### config.mk
export PLATFORM = sky130hd
export DESIGN_NAME = lsu_ctrl
export DESIGN_NICKNAME = d
export VERILOG_FILES = /design/src/rtl/lsu_ctrl.sv
export SDC_FILE = /design/constraint.sdc
export NUM_CORES = 1
export LEC_CHECK = 0
export BUFFER_PORTS_ARGS = -buffer_cell sky130_fd_sc_hd__buf_2
export CELL_PAD_IN_SITES_DETAIL_PLACEMENT = 0
export CELL_PAD_IN_SITES_GLOBAL_PLACEMENT = 2
export CORE_UTILIZATION = 29
export DETAILED_ROUTE_END_ITERATION = 8
export PLACE_DENSITY = 0.91
export SLEW_MARGIN = 10
export SYNTH_ARGS = -nofsm -noshare
export SYNTH_HDL_FRONTEND = slang
export SYNTH_SLANG_ARGS = --single-unit
### constraint.sdc
create_clock -name clock -period 5.9 [get_ports clock]
set_clock_uncertainty 0.05 [all_clocks]
set_input_delay 0.295 -clock clock [delete_from_list [all_inputs] [get_ports clock]]
set_output_delay 0.295 -clock clock [all_outputs]
set_load 0.02 [all_outputs]
### src/rtl/lsu_ctrl.sv
// lsu_ctrl: load/store control stage in front of the data-memory wrapper.
// Takes one request at a time, issues a single word-aligned memory access,
// waits LATENCY cycles and returns an extended load result or a store ack.
// Optional feature macro: LSU_MISALIGN_TRAP_EN (misaligned half/word accesses
// are trapped with io_resp_err instead of touching memory).
module lsu_ctrl #(
    parameter int LATENCY = 1
) (
    input  logic        clock,
    input  logic        reset,
    input  logic        io_req_valid,
    output logic        io_req_ready,
    input  logic        io_req_wr,
    input  logic [31:0] io_req_addr,
    input  logic [31:0] io_req_wdata,
    input  logic [1:0]  io_req_size,
    input  logic        io_req_unsigned,
    output logic        io_resp_valid,
    input  logic        io_resp_ready,
    output logic [31:0] io_resp_rdata,
    output logic        io_resp_err,
    output logic        io_mem_en,
    output logic        io_mem_wr,
    output logic [31:0] io_mem_addr,
    output logic [31:0] io_mem_wdata,
    output logic [3:0]  io_mem_wstrb,
    input  logic [31:0] io_mem_rdata
);
    typedef enum logic [1:0] {IDLE, ACCESS, WAIT, RESP} state_t;

    state_t      state_q, state_d;
    logic [3:0]  cnt_q, cnt_d;
    logic        wr_q;
    logic [31:0] addr_q;
    logic [31:0] wdata_q;
    logic [1:0]  size_q;
    logic        uns_q;
    logic [31:0] rdata_q;
    logic        err_q;
    logic        turn_q;      // one idle cycle after a response before the next request

    logic        req_fire;
    logic        resp_fire;
    logic        trap;
    logic [1:0]  lane_off;
    logic [31:0] shifted;
    logic [31:0] load_fmt;
    logic [3:0]  strb;
    logic [31:0] wdata_rep;

    assign req_fire  = io_req_valid && io_req_ready;
    assign resp_fire = io_resp_valid && io_resp_ready;

`ifdef LSU_MISALIGN_TRAP_EN
    logic misaligned;
    assign misaligned = ((io_req_size == 2'd1) && io_req_addr[0]) ||
                        (io_req_size[1] && (io_req_addr[1:0] != 2'd0));
    assign trap = misaligned;
`else
    assign trap = 1'b0;
`endif

    // Byte-lane formatting of the latched request: strobes, replicated store data, load extraction
    always_comb begin
        lane_off  = 2'd0;
        strb      = 4'b1111;
        wdata_rep = wdata_q;
        case (size_q)
            2'd0: begin
                lane_off  = addr_q[1:0];
                strb      = 4'b0001 << addr_q[1:0];
                wdata_rep = {4{wdata_q[7:0]}};
            end
            2'd1: begin
                lane_off  = {addr_q[1], 1'b0};
                strb      = 4'b0011 << {addr_q[1], 1'b0};
                wdata_rep = {2{wdata_q[15:0]}};
            end
            default: begin
                lane_off  = 2'd0;
                strb      = 4'b1111;
                wdata_rep = wdata_q;
            end
        endcase
        shifted = io_mem_rdata >> {lane_off, 3'b000};
        case (size_q)
            2'd0:    load_fmt = {{24{~uns_q & shifted[7]}},  shifted[7:0]};
            2'd1:    load_fmt = {{16{~uns_q & shifted[15]}}, shifted[15:0]};
            default: load_fmt = shifted;
        endcase
    end

    // Next-state logic and response-latency countdown
    always_comb begin
        state_d = state_q;
        cnt_d   = cnt_q;
        case (state_q)
            IDLE: begin
                if (req_fire) state_d = trap ? RESP : ACCESS;
            end
            ACCESS: begin
                cnt_d   = 4'(LATENCY - 1);
                state_d = (LATENCY == 1) ? RESP : WAIT;
            end
            WAIT: begin
                cnt_d = (cnt_q == 4'd0) ? 4'd0 : cnt_q - 4'd1;
                if (cnt_q <= 4'd1) state_d = RESP;
            end
            RESP: begin
                if (resp_fire) state_d = IDLE;
            end
            default: state_d = IDLE;
        endcase
    end

    // State, request latch and result registers
    always_ff @(posedge clock) begin
        if (reset) begin
            state_q <= IDLE;
            cnt_q   <= '0;
            wr_q    <= 1'b0;
            addr_q  <= '0;
            wdata_q <= '0;
            size_q  <= '0;
            uns_q   <= 1'b0;
            rdata_q <= '0;
            err_q   <= 1'b0;
            turn_q  <= 1'b0;
        end else begin
            state_q <= state_d;
            cnt_q   <= cnt_d;
            turn_q  <= resp_fire;
            if (req_fire) begin
                wr_q    <= io_req_wr;
                addr_q  <= io_req_addr;
                wdata_q <= io_req_wdata;
                size_q  <= io_req_size;
                uns_q   <= io_req_unsigned;
                err_q   <= trap;
                rdata_q <= '0;
            end
            if (state_q == ACCESS) rdata_q <= wr_q ? 32'd0 : load_fmt;
        end
    end

    assign io_req_ready  = (state_q == IDLE) && !turn_q && !reset;
    assign io_resp_valid = (state_q == RESP) && !reset;
    assign io_resp_rdata = rdata_q;
    assign io_resp_err   = err_q;
    assign io_mem_en     = (state_q == ACCESS) && !reset;
    assign io_mem_wr     = io_mem_en && wr_q;
    assign io_mem_addr   = {addr_q[31:2], 2'b00};
    assign io_mem_wdata  = wdata_rep;
    assign io_mem_wstrb  = io_mem_wr ? strb : 4'b0000;
endmodule

==> results by group, run 1 <==
Status
  – Status: finished, final reports clean

Layout
  – Fraction of layout cells with a size suffix above 1: 35.1%
  – P&R area growth vs syn: 23.3%
  – Area occupied by multi-input gates: 2410 um^2
  – Seq. cell area: 2140 um^2
  – Nets: 829
  – Util after Layout: 37.2%
  – Antenna diodes: 0
  – Finished Layout Cells: 946
  – Fillcell total: 1802

Timing
  – Rel. slew slack: 36.5%
  – Final Hold Fails: 0
  – Tcrit/Tclk final: 49.8%
  – Setup TNS: 0 ps
  – RSZ-0062 raised after global routing: no
  – Least-Margin Pin Slew: 953 ps
  – Final WS setup: 2960 ps
  – Pins Over Slew Limit: 0
  – Final setup fails: 0
  – Min Tclk post-route: 2940 ps
  – Fmax: 340 MHz

Clock tree
  – Clk sinks: 107
  – Post-cts sizing count: 0
  – Clock Tree Root: clkbuf_16
  – Longest Clk Path Bufs: 2
  – CTS tree: done
  – Clock Latency Late Sink: 350 ps
  – Htree depth: 3
  – CTS Buf Count: 9
  – Cts hold-fix bufs: 0
  – Clk pin slew, worst setup/hold paths: 80 ps
  – Postcts setup bufs: 0

Floorplan
  – Die Wd: 134 um
  – Die Ht: 134 um
  – CORE AREA: 16800 um^2
  – Initial core utilization: 30.1%
  – IO Count: 209
  – Die Area: 18000 um^2
  – Rows: 47

Placed design
  – Port Buffers: 205
  – Gpl congestion: 0.781
  – Detailed Place HPWL: 10100 um
  – Dpl ws: 3100 ps
  – Placed cells: 930

Synthesis
  – Syn Area/Cell: 8.70 um^2
  – Yosys reg bits: 107
  – Top-area cell type share of the netlist area: 42.3%
  – Mapped Area: 5070 um^2
  – Ys async rst share: 0%
  – Synthesis warning total: 0
  – Main flop type after synthesis: dfxtp_1
  – Synth top area cells: dfxtp_1 42%, nand2b_1 8.9%, o21ai_0 8.0%
  – Seq/Total Area, Yosys: 42.3%
  – Gate Count Post-Synth: 582
  – Post-synth EDFFs: 0
  – Distinct cell type count after synthesis: 40
  – Post-synth top area cell: dfxtp_1

Power
  – Cell Pwr Density: 436 nW/um^2
  – Lkg Pwr: 2.77 nW
  – Part of the power in the clock network: 25.0%
  – Reg power frac: 37.7%
  – Peak supply drop: 0.000154 V
  – Sw Share: 39.0%
  – Int Pwr: 0.00166 W
  – Overall power: 0.00272 W
  – NetSw: 0.00106 W
  – Comb pwr share: 37.3%

Routing
  – Via Count: 4395
  – Routed vias/inst: 4.65
  – ANT nets after route: 0
  – Drt drc: 0
  – Starting DRC count in detailed routing: 201
  – Post-Route WL: 14300 um
  – Drt first pass iters: 5
  – Wirelength per Cell: 15.1 um

Critical path
  – Cells on worst reg2reg path: 8
  – Max incr delay on CP: 790 ps
  – Crit Path Class: register to output pin
  – Slack of the worst reg-to-reg path: 3080 ps
  – WP data required: 5560 ps
  – Critical Path AT: 2600 ps
  – CP max FO: 18
  – Critical path startpoint category: register
  – Crit end category: output pin
  – CP max stage cell: nor2_2
  – Critical-path cell list: nor2_2 > and2_1 > nand2b_1 > nor2_1 > buf_2

GRT
  – Vias in the first global route: 4170
  – Gr ovfl total: 0
  – Largest net degree at the start of global routing: 110
  – Total GRT Usage: 15.7%
  – First-pass GRT wire length: 22100 um
  – Antenna violations before repair: 0

Run
  – Max-Cap Viols: 0

Worst hold path
  – Worst Hold Depth: 3
  – Hold WC Path Type: input port to register
-- area by class of cell --
| type | instances | share of cell area [%] |
|---|---|---|
| inverters | 7 | 0.421 |
| multi-input cells | 387 | 38.6 |
| clock inverters | 6 | 1.54 |
| repair buffers | 209 | 16.9 |
| flip-flops and latches | 107 | 34.3 |
| well taps | 220 | 4.41 |
| clock buffers | 10 | 3.82 |
-- kinds of logic after synthesis --
group	Yosys count	share of synthesized area (%)
fa+ha+maj	4	0.988
flops	107	42.3
mux	34	8.84
compound gates	142	17.5
other cells	1	0.0740
buf+inv	90	10.3
simple gates	204	20.0
-- cell usage after synthesis, types with 3 or more instances --
master / count
buf_2: 13
dfxtp_1: 107
buf_1: 5
nor3b_1: 3
mux2i_1: 11
nand2b_1: 72
inv_1: 7
buf_4: 41
nor3_1: 3
mux2_2: 16
clkbuf_1: 21
nor2_1: 17
mux4_2: 7
a22o_1: 7
a21oi_1: 21
a221oi_1: 6
and2_1: 3
ha_1: 4
o21ai_0: 81
nand2_1: 97
a221o_1: 16
-- critical path, delay by kind of cell (launching register included) --
kind                   cells  cell delay, ps
buffers and inverters      1             180
DFF                        1             590
and+or+nand+nor            4            1470
-- routing by layer --
| metal | vias to the layer above | wire [um] | track usage, % |
|---|---|---|---|
| met4 | 0 | 138 | 4.18 |
| met5 | - | 0 | 0 |
| met2 | 176 | 6450 | 26.0 |
| met3 | 11 | 1170 | 5.22 |
| met1 | 1992 | 6520 | 19.4 |
| li1 | 2216 | - | - |
-- metrics by stage --
step	hold WS, ps	cell area (um^2)
6_report	85.5	6250
5_1_grt	77.0	6250
4_1_cts	72.4	6250
3_5_place_dp	411	5910
3_3_place_gp	400	5910
2_1_floorplan	354	5070
-- flip-flops by register name, summed over array words and instances (netlist names) --
register,flops
wdata_q,32
cnt_q,4
state_q,2
io_resp_rdata,32
size_q,2
turn_q,1
addr_q,32
uns_q,1
wr_q,1
-- power groups by stage --
stage,combinational [W],sequential [W],clock (W)
after global routing,0.00111,0.00105,0.000727
final,0.00101,0.00103,0.000681
after CTS,0.00103,0.00103,0.000699
after detailed placement,0.00102,0.00104,0
after floorplan,0.000739,0.00107,0
after global placement,0.00102,0.00104,0
-- final timing paths --
| path | start | to |
|---|---|---|
| max | size_q[0] | io_mem_wstrb[0] |
| min | io_req_addr[20] | addr_q[20] |
| max reg2reg | state_q[1] | state_q[1] |
| min reg2reg | addr_q[20] | addr_q[20] |
-- layout by cell type, fill, tap and decap left out, types with 9 or more instances in the layout --
| master | n |
|---|---|
| a21oi_1 | 21 |
| buf_2 | 205 |
| mux2i_1 | 11 |
| nand2b_1 | 72 |
| o21ai_0 | 81 |
| nand2_1 | 97 |
| clkbuf_16 | 9 |
| dfxtp_1 | 107 |
| nor2_1 | 16 |
| a221o_1 | 16 |
| mux2_2 | 16 |
No activity file was read; power rests on OpenSTA's default activity.
==> inputs of run 2 (changes only) <==
--- a/config.mk
+++ b/config.mk
@@ -8,9 +8,9 @@
 export BUFFER_PORTS_ARGS = -buffer_cell sky130_fd_sc_hd__buf_2
 export CELL_PAD_IN_SITES_DETAIL_PLACEMENT = 0
 export CELL_PAD_IN_SITES_GLOBAL_PLACEMENT = 2
-export CORE_UTILIZATION = 29
+export CORE_UTILIZATION = 24
 export DETAILED_ROUTE_END_ITERATION = 8
-export PLACE_DENSITY = 0.91
+export PLACE_DENSITY = 0.81
 export SLEW_MARGIN = 10
 export SYNTH_ARGS = -nofsm -noshare
 export SYNTH_HDL_FRONTEND = slang
==> constraint.sdc (replaced) <==
create_clock -name clock -period 2.5 [get_ports clock]
set_clock_uncertainty 0.05 [all_clocks]
set_input_delay 0.125 -clock clock [delete_from_list [all_inputs] [get_ports clock]]
set_output_delay 0.125 -clock clock [all_outputs]
set_load 0.02 [all_outputs]
==> run 2 against run 1 <==
Against the previous run: clock power increased by 120%; design area rose by 15%; first-iteration DRC count down 21%; routed wire length is 8.3% higher; register-to-register slack worse by 2800 ps; combinational power rose to 2.6 times the previous value; count of clock-buffer cells in the layout down 1; global-route usage shrank 1.5 points; critical path depth increased by 1; non-clock buffer count rose by 91; sequential share of layout area down 4.5 points; utilization decreased by 2.1 points; critical path type is now register to register.
==> results by group, run 2 (same netlist as run 1, synthesis figures left out) <==
Timing
  – Fmax: 449 MHz
  – Final WS setup: 275 ps (-2690 ps)
  – Least-Margin Pin Slew: 652 ps (-301 ps)
  – Setup TNS: 0 ps (unchanged)
  – Tcrit/Tclk final: 89.0%
  – Final setup fails: 0 (unchanged)
  – RSZ-0062 raised after global routing: no
  – Pins Over Slew Limit: 0 (unchanged)
  – Rel. slew slack: 56.6% (+20 points)
  – Min Tclk post-route: 2230 ps
  – Final Hold Fails: 0 (unchanged)

Power
  – Lkg Pwr: 3.14 nW (+14%)
  – Peak supply drop: 0.000406 V (+160%)
  – Cell Pwr Density: 904 nW/um^2 (+110%)

Clock tree
  – Clock Latency Late Sink: 360 ps (about the same)
  – CTS Buf Count: 9 (unchanged)
  – Htree depth: 3 (unchanged)
  – Clock Tree Root: clkbuf_16
  – Post-cts sizing count: 0 (unchanged)
  – Clk sinks: 107 (unchanged)
  – Longest Clk Path Bufs: 2 (unchanged)
  – Clk pin slew, worst setup/hold paths: 90 ps (about the same)
  – CTS tree: done

Critical path
  – Crit path buffers/inverters: 1 (unchanged)
  – Crit end category: register
  – Critical path startpoint category: register
  – Max incr delay on CP: 560 ps (-230 ps)
  – CP max stage cell: and2_1
  – WP data required: 2760 ps (-2800 ps)
  – Critical-path cell list: inv_1 > ha_1 > nand2b_1 > nor2_2 > and2_1 > a221o_1
  – Crit Path Class: register to register
  – CP max FO: 16 (-2)
  – Crit-path leading delay family: simple AND/OR/NAND/NOR gates
  – Critical Path AT: 2490 ps (-110 ps)

Placed design
  – Dpl ws: 305 ps (-2800 ps)
  – Detailed Place HPWL: 10800 um (+6.0%)
  – Port Buffers: 205 (unchanged)
  – Gpl congestion: 0.823 (+5.3%)

GRT
  – Antenna violations before repair: 1 (+1)
  – Vias in the first global route: 4541 (+8.9%)
  – Largest net degree at the start of global routing: 73 (-34%)
  – First-pass GRT wire length: 24000 um (+8.6%)
  – Total GRT Usage: 14.1% (-1.5 points)
  – Gr ovfl total: 0 (unchanged)

Layout
  – Commonest non-fill, non-tap cell in the layout: buf_2
  – P&R area growth vs syn: 41.8%
  – Util after Layout: 35.0% (-2.1 points)
  – Fraction of layout cells with a size suffix above 1: 31.9% (-3.2 points)
  – Most frequent cells in the layout: 205 x buf_2, 107 x dfxtp_1, 97 x nand2_1, 85 x dlygate4sd3_1, 81 x o21ai_0
  – Nets: 920 (+11%)
  – Antenna diodes: 0 (unchanged)

Floorplan
  – Die Area: 21700 um^2 (+21%)
  – Initial core utilization: 24.7% (-5.4 points)
  – Die Wd: 147 um (+9.8%)
  – Rows: 52 (+11%)
  – Die Ht: 147 um (+9.8%)
  – CORE AREA: 20500 um^2 (+22%)
  – IO Count: 209 (unchanged)

Routing
  – Highest routed layer: met5
  – ANT nets after route: 0 (unchanged)
  – Via Count: 4733 (+7.7%)
  – Drt first pass iters: 4 (-1)
  – Routed vias/inst: 4.35 (-6.3%)
  – Wire length on met1: 7060 um (+8.2%)
  – Post-Route WL: 15500 um (+8.3%)
  – Starting DRC count in detailed routing: 159 (-21%)
  – Drt drc: 0 (unchanged)
  – Wirelength per Cell: 14.2 um (-5.7%)
  – Routed wl met3: 1220 um (+4.4%)
  – Met2 Wirelength: 7000 um (+8.5%)

Run
  – Max-Cap Viols: 0 (unchanged)

Worst hold path
  – Hold WC Path Type: input port to register

Status
  – Status: finished, final reports clean
-- run 2: cell types whose count changed in the layout (fill, tap and decap cells not counted), sizes merged --
cell	previous run	this run
inv	9	11
bufinv	2	0
clkbuf	10	9
clkinv	1	3
buf	209	215
clkinvlp	1	0
dlygate4sd3	0	85
-- run 2: metal layers --
metal	global-route usage (%)	vias to the layer above
li1	-	2401
met1	17.3	2147
met2	23.5	169
met3	4.91	14
met4	3.66	2
met5	0	-
-- run 2: through the flow --
step / hold slack, ps / std cells / area [um^2] / total power (W)
floorplan: 184 / 584 / 5070 / 0.00427
global placement: 267 / 986 / 6020 / 0.00493
detailed placement: 273 / 986 / 6020 / 0.00494
CTS: 119 / 1087 / 7180 / 0.00661
global route: 135 / 1087 / 7180 / 0.00693
finish: 135 / 1087 / 7180 / 0.00649
-- run 2: where the power goes --
part           total (W)  switching, W  internal (W)
Sequential       0.00240      0.000287       0.00211
Combinational    0.00258       0.00157       0.00101
Clock            0.00151      0.000784      0.000725
Total            0.00649       0.00265       0.00385
-- run 2: layout make-up --
cell class,instances,area (um^2)
fill,2191,13300
multi-input combinational,387,2410
sequential,107,2140
timing repair buffer,300,1950
tap,270,338
clock buffer,9,225
clock inverter,7,86.3
inverter,7,26.3
-- run 2: worst paths after layout --
check / startpoint / to / slack [ps] / cells after the start
setup / recovery: state_q[1] / io_resp_rdata[29] / 270 / 6
hold / removal: reset / state_q[0] / 140 / 2
setup reg to reg: state_q[1] / io_resp_rdata[29] / 270 / 6
hold reg to reg: addr_q[18] / addr_q[18] / 420 / 2
-- run 2: what timing repair did --
action                    in CTS  in global routing
hold endpoints to repair      85                  0
hold buffers                  85                  0
buffers inserted               0                  0
==> inputs of run 3 (changes only) <==
==> constraint.sdc (replaced) <==
create_clock -name clock -period 2.5 [get_ports clock]
set_clock_uncertainty 0.05 [all_clocks]
set_input_delay 0.125 -clock clock [delete_from_list [all_inputs] [get_ports clock]]
set_output_delay 0.125 -clock clock [all_outputs]
set_load 0.1 [all_outputs]
==> run 3 against run 2 <==
Against the previous run: cell count up 0.28%; count of clock-buffer cells in the layout unchanged; first-iteration DRC count shrank 8.2%; highest routed layer unchanged.
==> results by group, run 3 (same netlist as run 1, synthesis figures left out) <==
Status
  – Status: finished, final reports clean

Power
  – Overall power: 0.00915 W (+41%)
  – Peak supply drop: 0.000544 V (+34%)
  – Cell Pwr Density: 1240 nW/um^2 (+37%)
  – Lkg Pwr: 3.20 nW (+1.8%)

GRT
  – First-pass GRT wire length: 24100 um (+0.52%)
  – Gr ovfl total: 0 (unchanged)
  – Vias in the first global route: 4590 (+1.1%)
  – Largest net degree at the start of global routing: 131 (+79%)
  – Total GRT Usage: 14.2% (+0.042 points)
  – Antenna violations before repair: 1 (unchanged)

Clock tree
  – CTS tree: done
  – Longest Clk Path Bufs: 2 (unchanged)
  – Htree depth: 3 (unchanged)
  – Clock Tree Root: clkbuf_16
  – Postcts setup bufs: 0 (unchanged)
  – CTS Buf Count: 9 (unchanged)
  – Clock Latency Late Sink: 360 ps (about the same)
  – Clk sinks: 107 (unchanged)
  – Post-cts sizing count: 0 (unchanged)
  – Clk pin slew, worst setup/hold paths: 80 ps (about the same)

Routing
  – Highest routed layer: met5
  – Drt drc: 0 (unchanged)
  – Starting DRC count in detailed routing: 146 (-8.2%)
  – Via Count: 4684 (-1.0%)
  – Routed wl met3: 1110 um (-8.5%)
  – Drt first pass iters: 5 (+1)
  – Met2 Wirelength: 7210 um (+3.0%)
  – Wire length on met1: 6870 um (-2.7%)
  – ANT nets after route: 0 (unchanged)
  – Post-Route WL: 15400 um (-0.49%)
  – Wirelength per Cell: 14.1 um (-0.77%)
  – Routed vias/inst: 4.30 (-1.3%)

Timing
  – Least-Margin Pin Slew: 618 ps (-34.0 ps)
  – RSZ-0062 raised after global routing: no
  – Pins Over Slew Limit: 0 (unchanged)
  – Worst Hold Slack: 63.4 ps (-71.8 ps)
  – Rel. slew slack: 58.5% (+1.9 points)
  – Final setup fails: 0 (unchanged)
  – Setup TNS: 0 ps (unchanged)
  – Min Tclk post-route: 2150 ps (-74.4 ps)
  – Final WS setup: 349 ps (+74.4 ps)
  – Tcrit/Tclk final: 86.0% (-3.0 points)
  – Fmax: 465 MHz (+3.5%)
  – Final Hold Fails: 0 (unchanged)

Critical path
  – CP max FO: 4 (-12)
  – Critical path startpoint category: register
  – Critical Path AT: 1980 ps (-510 ps)
  – Crit path buffers/inverters: 3 (+2)
  – Most frequent CP cell: inv_1
  – Crit end category: output pin
  – Crit Path Class: register to output pin
  – WP data required: 2330 ps (-430 ps)
  – CP max stage cell: buf_2
  – Crit-path leading delay family: buffers and inverters
  – Max incr delay on CP: 430 ps (-130 ps)
  – Critical-path cell list: inv_1 > ha_1 > inv_1 > nor2_4 > o31ai_1 > nor2_2 > buf_2

Floorplan
  – Die Wd: 147 um (unchanged)
  – Die Area: 21700 um^2 (unchanged)
  – CORE AREA: 20500 um^2 (unchanged)
  – Die Ht: 147 um (unchanged)
  – Initial core utilization: 24.7% (unchanged)
  – Rows: 52 (unchanged)
  – IO Count: 209 (unchanged)

Layout
  – Most frequent cells in the layout: 195 x buf_2, 106 x dfxtp_1, 97 x nand2_1, 85 x dlygate4sd3_1, 73 x o21ai_0
  – Finished Layout Cells: 1090 (+0.28%)
  – Fraction of layout cells with a size suffix above 1: 33.9% (+2.0 points)
  – Fillcell total: 2124 (-3.1%)
  – Nets: 922 (+0.22%)
  – Commonest non-fill, non-tap cell in the layout: buf_2
  – P&R area growth vs syn: 46.3%

Run
  – Max-Cap Viols: 0 (unchanged)

Placed design
  – Port Buffers: 205 (unchanged)
  – Dpl ws: 448 ps (+144 ps)
  – Detailed Place HPWL: 10500 um (-2.6%)
  – Gpl congestion: 0.776 (-5.6%)
  – Placed cells: 988 (+0.20%)

Worst hold path
  – Hold WC Path Type: input port to register
## run 3: cell types whose count changed in the layout (fill, tap and decap cells not counted), sizes merged
cell | before | now
diode | 0 | 1
buf | 215 | 217
inv | 11 | 13
clkinv | 3 | 1
## run 3: what timing repair did
action,CTS,global route
hold buffers,85,0
hold endpoints to repair,85,0
endpoints found under the setup margin,0,0
## run 3: metrics by stage
stage | cell area (um^2) | util (%)
after global routing | 7410 | 36.1
after global placement | 6260 | 30.5
after floorplan | 5130 | -
after detailed placement | 6260 | 30.5
after CTS | 7410 | 36.1
final | 7410 | 36.2
## run 3: worst register-to-register path, stage by stage, from the launching register on
cell and delay (ps):
dfxtp_1 560, nand2b_4 250, mux2i_1 240, o221ai_2 160
o2111a_2 390, a221o_1 300
## run 3: worst paths after layout
path / start / endpoint / slack (ps) / cells after the start
max: state_q[1] / io_mem_wstrb[1] / 350 / 7
min: reset / cnt_q[0] / 60 / 2
max reg2reg: size_q[0] / io_resp_rdata[28] / 440 / 5
min reg2reg: io_resp_rdata[11] / io_resp_rdata[11] / 420 / 1
## run 3: layout make-up
class | count | area [um^2] | area share [%]
antenna | 1 | 2.50 | 0.0338
inverter | 7 | 26.3 | 0.355
clock buffer | 9 | 225 | 3.04
multi-input combinational | 387 | 2470 | 33.4
clock inverter | 7 | 73.8 | 0.996
timing repair buffer | 302 | 2130 | 28.7
sequential | 107 | 2140 | 28.9
tap | 270 | 338 | 4.56
## run 3: report_power, final
group          switching (W)  internal, W
Clock               0.000766     0.000719
Sequential          0.000290      0.00211
Combinational        0.00410      0.00116
Total                0.00516      0.00400
## run 3: layer usage
metal | up-vias | GRT usage, %
met3 | 15 | 4.41
li1 | 2406 | -
met1 | 2113 | 17.7
met5 | - | 0
met4 | 2 | 3.87
met2 | 148 | 23.4
